$ cat config.mk
export PLATFORM = sky130hd
export DESIGN_NAME = alu_issue_stage_flat
export DESIGN_NICKNAME = d
export VERILOG_FILES = /design/src/rtl/alu_issue_stage_if.sv /design/src/rtl/alu_issue_stage.sv /design/src/flat_wrapper.sv
export SDC_FILE = /design/constraint.sdc
export NUM_CORES = 1
export LEC_CHECK = 0
export ABC_AREA = 1
export ABC_CLOCK_PERIOD_IN_PS = 1600
export CELL_PAD_IN_SITES_DETAIL_PLACEMENT = 0
export CELL_PAD_IN_SITES_GLOBAL_PLACEMENT = 1
export CORE_UTILIZATION = 30
export DETAILED_ROUTE_END_ITERATION = 7
export GPL_ROUTABILITY_DRIVEN = 0
export PLACE_DENSITY = 0.74
export REMOVE_ABC_BUFFERS = 1
export SYNTH_ARGS = -nofsm -noshare
export SYNTH_HDL_FRONTEND = slang
export SYNTH_SLANG_ARGS = --single-unit
$ cat constraint.sdc
create_clock -name clk -period 1.6 [get_ports clk]
set_input_delay 0.32 -clock clk [delete_from_list [all_inputs] [get_ports clk]]
set_output_delay 0.32 -clock clk [all_outputs]
set_load 0.005 [all_outputs]
$ cat src/rtl/alu_issue_stage_if.sv
// alu_issue_stage_if: upstream op handshake, ALU-side handshake and bypass feedback for alu_issue_stage
interface alu_issue_stage_if;
    logic        in_valid;
    logic        in_ready;
    logic [1:0]  in_aluop;
    logic [5:0]  in_funct;
    logic [31:0] in_a;
    logic [31:0] in_b;
    logic [4:0]  in_rs;
    logic [4:0]  in_rt;
    logic [4:0]  in_rd;
    logic [31:0] alu_result;
    logic        out_valid;
    logic        out_ready;
    logic [3:0]  out_aluctl;
    logic [31:0] out_a;
    logic [31:0] out_b;
    logic [4:0]  out_rd;
    logic        out_illegal;
    modport master (
        output in_valid, in_aluop, in_funct, in_a, in_b, in_rs, in_rt, in_rd, alu_result, out_ready,
        input  in_ready, out_valid, out_aluctl, out_a, out_b, out_rd, out_illegal
    );
    modport slave (
        input  in_valid, in_aluop, in_funct, in_a, in_b, in_rs, in_rt, in_rd, alu_result, out_ready,
        output in_ready, out_valid, out_aluctl, out_a, out_b, out_rd, out_illegal
    );
endinterface

$ cat src/rtl/alu_issue_stage.sv
// alu_issue_stage: ALU control decode with a 2-entry skid buffer (OUT + SKID).
// Optional result bypass into stored operands when ALU_ISSUE_FORWARD_EN is defined.
module alu_issue_stage (
    input logic clk,
    input logic rst_n,
    alu_issue_stage_if.slave bus
);
    typedef enum logic [1:0] {EMPTY, ONE, FULL} state_t;
    typedef struct packed {
        logic [3:0]  ctl;
        logic        ill;
        logic [31:0] a;
        logic [31:0] b;
        logic [4:0]  rd;
    } entry_t;
    state_t state, state_nx;
    entry_t out_q, skid_q, new_e;
    logic accept, consume, byp_a, byp_b;
    logic [3:0] fctl;
    assign bus.in_ready    = state != FULL;
    assign bus.out_valid   = state != EMPTY;
    assign accept          = bus.in_valid && bus.in_ready;
    assign consume         = bus.out_valid && bus.out_ready;
    assign bus.out_aluctl  = out_q.ctl;
    assign bus.out_illegal = out_q.ill;
    assign bus.out_a       = out_q.a;
    assign bus.out_b       = out_q.b;
    assign bus.out_rd      = out_q.rd;
`ifdef ALU_ISSUE_FORWARD_EN
    // OUT holds the op the ALU is computing now, so its result is current for a dependent op
    assign byp_a = state != EMPTY && out_q.rd != 5'd0 && bus.in_rs == out_q.rd;
    assign byp_b = state != EMPTY && out_q.rd != 5'd0 && bus.in_rt == out_q.rd;
`else
    logic unused_fwd;
    assign unused_fwd = ^{bus.in_rs, bus.in_rt, bus.alu_result};
    assign byp_a = 1'b0;
    assign byp_b = 1'b0;
`endif
    always_comb begin
        fctl = bus.in_funct == 6'h24 ? 4'd0 :
               bus.in_funct == 6'h25 ? 4'd1 :
               bus.in_funct == 6'h20 ? 4'd2 :
               bus.in_funct == 6'h22 ? 4'd6 :
               bus.in_funct == 6'h2A ? 4'd7 :
               bus.in_funct == 6'h27 ? 4'd12 : 4'd15;
        new_e.ctl = bus.in_aluop == 2'b00 ? 4'd2 :
                    bus.in_aluop == 2'b01 ? 4'd6 :
                    bus.in_aluop == 2'b11 ? 4'd1 : fctl;
        new_e.ill = bus.in_aluop == 2'b10 && fctl == 4'd15;
        new_e.a   = byp_a ? bus.alu_result : bus.in_a;
        new_e.b   = byp_b ? bus.alu_result : bus.in_b;
        new_e.rd  = bus.in_rd;
    end
    always_comb begin
        state_nx = state == EMPTY ? (accept ? ONE : EMPTY) :
                   state == ONE   ? (accept == consume ? ONE : accept ? FULL : EMPTY) :
                                    (consume ? ONE : FULL);
    end
    always_ff @(posedge clk or negedge rst_n) begin
        if (!rst_n)
            state <= EMPTY;
        else
            state <= state_nx;
    end
    always_ff @(posedge clk or negedge rst_n) begin
        if (!rst_n) begin
            out_q  <= '0;
            skid_q <= '0;
        end else begin
            if (state == FULL ? consume : accept && (state == EMPTY || consume))
                out_q <= state == FULL ? skid_q : new_e;
            if (state == ONE && accept && !consume)
                skid_q <= new_e;
        end
    end
endmodule
$ cat src/flat_wrapper.sv
// flat-port wrapper written by rule: the top's interface ports become plain ports
module alu_issue_stage_flat 
  (clk, rst_n, bus_in_valid, bus_in_aluop, bus_in_funct, bus_in_a, bus_in_b, bus_in_rs, bus_in_rt, bus_in_rd, bus_alu_result, bus_out_ready, bus_in_ready, bus_out_valid, bus_out_aluctl, bus_out_a, bus_out_b, bus_out_rd, bus_out_illegal);
  alu_issue_stage_if bus_i ();
  input logic clk;
  input logic rst_n;
  input wire logic [$bits(bus_i.in_valid)-1:0] bus_in_valid;
  input wire logic [$bits(bus_i.in_aluop)-1:0] bus_in_aluop;
  input wire logic [$bits(bus_i.in_funct)-1:0] bus_in_funct;
  input wire logic [$bits(bus_i.in_a)-1:0] bus_in_a;
  input wire logic [$bits(bus_i.in_b)-1:0] bus_in_b;
  input wire logic [$bits(bus_i.in_rs)-1:0] bus_in_rs;
  input wire logic [$bits(bus_i.in_rt)-1:0] bus_in_rt;
  input wire logic [$bits(bus_i.in_rd)-1:0] bus_in_rd;
  input wire logic [$bits(bus_i.alu_result)-1:0] bus_alu_result;
  input wire logic [$bits(bus_i.out_ready)-1:0] bus_out_ready;
  output wire logic [$bits(bus_i.in_ready)-1:0] bus_in_ready;
  output wire logic [$bits(bus_i.out_valid)-1:0] bus_out_valid;
  output wire logic [$bits(bus_i.out_aluctl)-1:0] bus_out_aluctl;
  output wire logic [$bits(bus_i.out_a)-1:0] bus_out_a;
  output wire logic [$bits(bus_i.out_b)-1:0] bus_out_b;
  output wire logic [$bits(bus_i.out_rd)-1:0] bus_out_rd;
  output wire logic [$bits(bus_i.out_illegal)-1:0] bus_out_illegal;
  assign bus_i.in_valid = bus_in_valid;
  assign bus_i.in_aluop = bus_in_aluop;
  assign bus_i.in_funct = bus_in_funct;
  assign bus_i.in_a = bus_in_a;
  assign bus_i.in_b = bus_in_b;
  assign bus_i.in_rs = bus_in_rs;
  assign bus_i.in_rt = bus_in_rt;
  assign bus_i.in_rd = bus_in_rd;
  assign bus_i.alu_result = bus_alu_result;
  assign bus_i.out_ready = bus_out_ready;
  assign bus_in_ready = bus_i.in_ready;
  assign bus_out_valid = bus_i.out_valid;
  assign bus_out_aluctl = bus_i.out_aluctl;
  assign bus_out_a = bus_i.out_a;
  assign bus_out_b = bus_i.out_b;
  assign bus_out_rd = bus_i.out_rd;
  assign bus_out_illegal = bus_i.out_illegal;
  alu_issue_stage u_core (.clk(clk), .rst_n(rst_n), .bus(bus_i));
endmodule
==> results of run 1 <==
path summary, 6_finish.rpt:
path,to,slack (ns),cells after the start
min reg2reg,u_core.skid_q[60],0.47,2
min,u_core.skid_q[51],0.33,2
max reg2reg,u_core.skid_q[53],0.03,9
max in group asynchronous,u_core.bus.out_a[27],0.69,3
max,u_core.skid_q[53],0.03,9
min in group clk,u_core.skid_q[62],0.46,3
worst register-to-register path, cell delays in order (launching register included):
cell and delay [ns]:
dfrtp_1 0.39, buf_4 0.15, nor2_4 0.11, inv_2 0.06, nor3_4 0.23, buf_6 0.16
inv_8 0.07, clkbuf_16 0.17, nand2_1 0.06, nand2_1 0.05
power breakdown:
| part | internal, mW | switching (mW) | total (mW) |
|---|---|---|---|
| sequential | 5.75 | 0.997 | 6.75 |
| clock | 2.38 | 1.61 | 4.00 |
| combinational | 3.26 | 3.64 | 6.90 |
| total | 11.4 | 6.25 | 17.6 |
placed cells by master, fill, tap and decap left out, types with 2 or more instances in the layout:
master	count
bufinv_16	2
nand2_1	367
buf_8	2
nand3_1	8
o21ai_1	2
buf_2	2
clkinv_2	3
o211ai_1	3
o21ai_0	3
a31oi_1	70
clkinv_4	3
buf_6	5
dfrtp_1	150
buf_12	11
dlymetal6s2s_1	10
a21oi_1	5
clkdlybuf4s50_1	79
dlygate4sd2_1	64
buf_4	30
nor2_1	83
clkbuf_1	2
inv_1	11
inv_6	2
clkinvlp_4	2
nand4_1	2
clkbuf_16	24
clkbuf_8	2
sequential cells by signal (all words and copies together) (netlist names):
register,flops
u_core.bus.out_aluctl,4
u_core.bus.out_b,32
u_core.bus.out_illegal,1
u_core.skid_q,74
u_core.state,2
u_core.bus.out_rd,5
u_core.bus.out_a,32
per-stage QoR:
| step | hold slack [ns] | setup WS [ns] |
|---|---|---|
| after floorplan | 0.0244 | -5.41 |
| final | 0.332 | 0.0334 |
| after global routing | 0.340 | -0.0448 |
| after global placement | 0.185 | -0.274 |
| after CTS | 0.318 | 0.000667 |
| after detailed placement | 0.183 | -0.293 |
cell type report:
class,instances,area [µm²]
clock inverter,11,125
inverter,15,71.3
sequential,150,3750
clock buffer,21,460
multi-input combinational,552,2350
timing repair buffer,211,2200
fill,2035,11200
tap,270,338
cell families (layout without fill, tap and decap cells):
logic type,count (synthesis),count (layout),share of synthesized area [%]
simple gates,466,466,27.9
flops,150,150,59.0
compound gates,85,85,8.36
buf+inv,63,258,4.56
fa+ha+maj,1,1,0.197
per-layer routing:
layer	vias to the layer above	track usage [%]	share of wire (%)
met4	0	5.41	1.1
met1	2650	22.2	48
li1	2818	-	-
met3	19	4.07	5.7
met2	153	25.3	45
met5	-	0	0
timing repair:
item / in CTS / in global routing
cloned: 0 / 9
endpoints found under the hold margin: 16 / 0
endpoints found under the setup margin: 70 / 97
gates resized for setup: 73 / 30
hold buffers: 1 / 0
pin swaps: 1 / 1
buffers inserted: 12 / 0
==> impl_metrics.toml, run 1 <==
[timing]
setup_viol = 0
finalSetupTns_ns = 0
fin_crit_ns = 1.57
tightestPinTransition_ns = 0.412
rsz0062_at_grt = "true"
relSlewSlack_pct = 72.5
max_freq_mhz = 638
hold_viol = 0
maxSlewViolCount = 0
finClkSkew_ns = 0.0102
post-route-period-util_pct = 97.9

[critical_path]
crit_arrival_ns = 1.87
crit_type = "reg2reg"
cpMaxStageDelayCell = "dfrtp_1"
end_kind = "flop"
max_stage_delay_ns = 0.39
crit_path_max_fanout = 10
worstSetupStartpoint = "u_core.state[1]"
cp_common_cell = "nand2_1"
crit_chain = "buf_4 -> nor2_4 -> inv_2 -> nor3_4 -> buf_6 -> inv_8 -> clkbuf_16 -> nand2_1 -> nand2_1"
r2r-start = "u_core.state[1]"
critPathBufInv = 5
critPathRequiredTime_ns = 1.91
cp-start-kind = "flop"
crit_family = "buffers and inverters"

[clock_network]
cts_root_buf = "clkbuf_16"
clockBufferDepth = 2
cts_htree_levels = 4
clkTransAtPathRegs_ns = 0.06
cts_made_buffers = 17
numClockSinks = 150
insertion_delay_ns = 0.43
cts_tree = "built"

[detailed_routing]
first_pass_iters = 5
num_vias = 5640
post_drt_wl_per_cell_um = 14.9
drc_errors = 0
drt_wl_total_um = 18400
ant_nets = 0
drt_iter0_drc = 246
via_per_inst = 4.59

[grt]
antenna_found_initial = 0
grt_pass1_wl_um = 27700
grt-ovfl-total = 0
track_usage_pct = 16.3
grt_max_degree = 53
grt_pass1_vias = 5365

[floorplanning]
dieHeight_um = 148
num_rows = 52
chipWidth_um = 148
die_area_mm2 = 0.0218
pin_count = 199
initial_core_util_pct = 31.0
core_mm2 = 0.0205

[finish]
stdcell_count = 1230
finalInstanceArea_mm2 = 0.00930
layout.nets = 1071
final_util_pct = 45.4
drive_gt1_share_pct = 10.2
syn2layout_area_growth_pct = 46.2
n_antenna_cell = 0

[synth]
yosysSeqAreaShare_pct = 59.0
async_flop_share_pct = 100
ys_types = 22
synthFlopType = "dfrtp_1"
synth-edff-count = 0
synthTopCellsByArea = "dfrtp_1, nand2_1, a31oi_1, nor2_1, clkbuf_1"
synth_area_mm2 = 0.00636
yosysWarnings = 0
synth_common_cells = "nand2_1, dfrtp_1, nor2_1, a31oi_1, clkbuf_1"
yosysTopAreaCellShare_pct = 59.0
synth_seq_cells = 150
syn_area_per_cell_um2 = 8.32
synth_cells = 765
synthMostInstantiatedCell = "nand2_1"
synth.largest_area_cell = "dfrtp_1"

[outcome]
status = "finished, final reports clean"

[worst_hold_path]
hp-class = "in2async"

[power_and_ir_drop]
p_per_area_mw_per_mm2 = 1900
p_total_mw = 17.6
irDropWorstVdd_mv = 0.783
total_leakage_power_nw = 4.52

[flow_run]
maxCapViolCount = 0

[placed_design]
io_buffers = 156
placed_area_mm2 = 0.00843
place_inst = 1176
hpwl_um = 10900
(Power assumes the default switching activity.)
==> run 2, diff against run 1 <==
--- a/config.mk
+++ b/config.mk
@@ -10,6 +10,7 @@
 export CELL_PAD_IN_SITES_DETAIL_PLACEMENT = 0
 export CELL_PAD_IN_SITES_GLOBAL_PLACEMENT = 1
 export CORE_UTILIZATION = 30
+export CTS_CLUSTER_SIZE = 8
 export DETAILED_ROUTE_END_ITERATION = 7
 export GPL_ROUTABILITY_DRIVEN = 0
 export PLACE_DENSITY = 0.74
==> results of run 2 <==
The final DEF is identical to that of run 1; final timing and power are the same.
==> run 3, diff against run 2 <==
--- a/config.mk
+++ b/config.mk
@@ -10,6 +10,7 @@
 export CELL_PAD_IN_SITES_DETAIL_PLACEMENT = 0
 export CELL_PAD_IN_SITES_GLOBAL_PLACEMENT = 1
 export CORE_UTILIZATION = 30
+export CTS_CLUSTER_DIAMETER = 50
 export CTS_CLUSTER_SIZE = 8
 export DETAILED_ROUTE_END_ITERATION = 7
 export GPL_ROUTABILITY_DRIVEN = 0
==> results of run 3 <==
The final DEF is identical to that of run 1; final timing and power are the same.
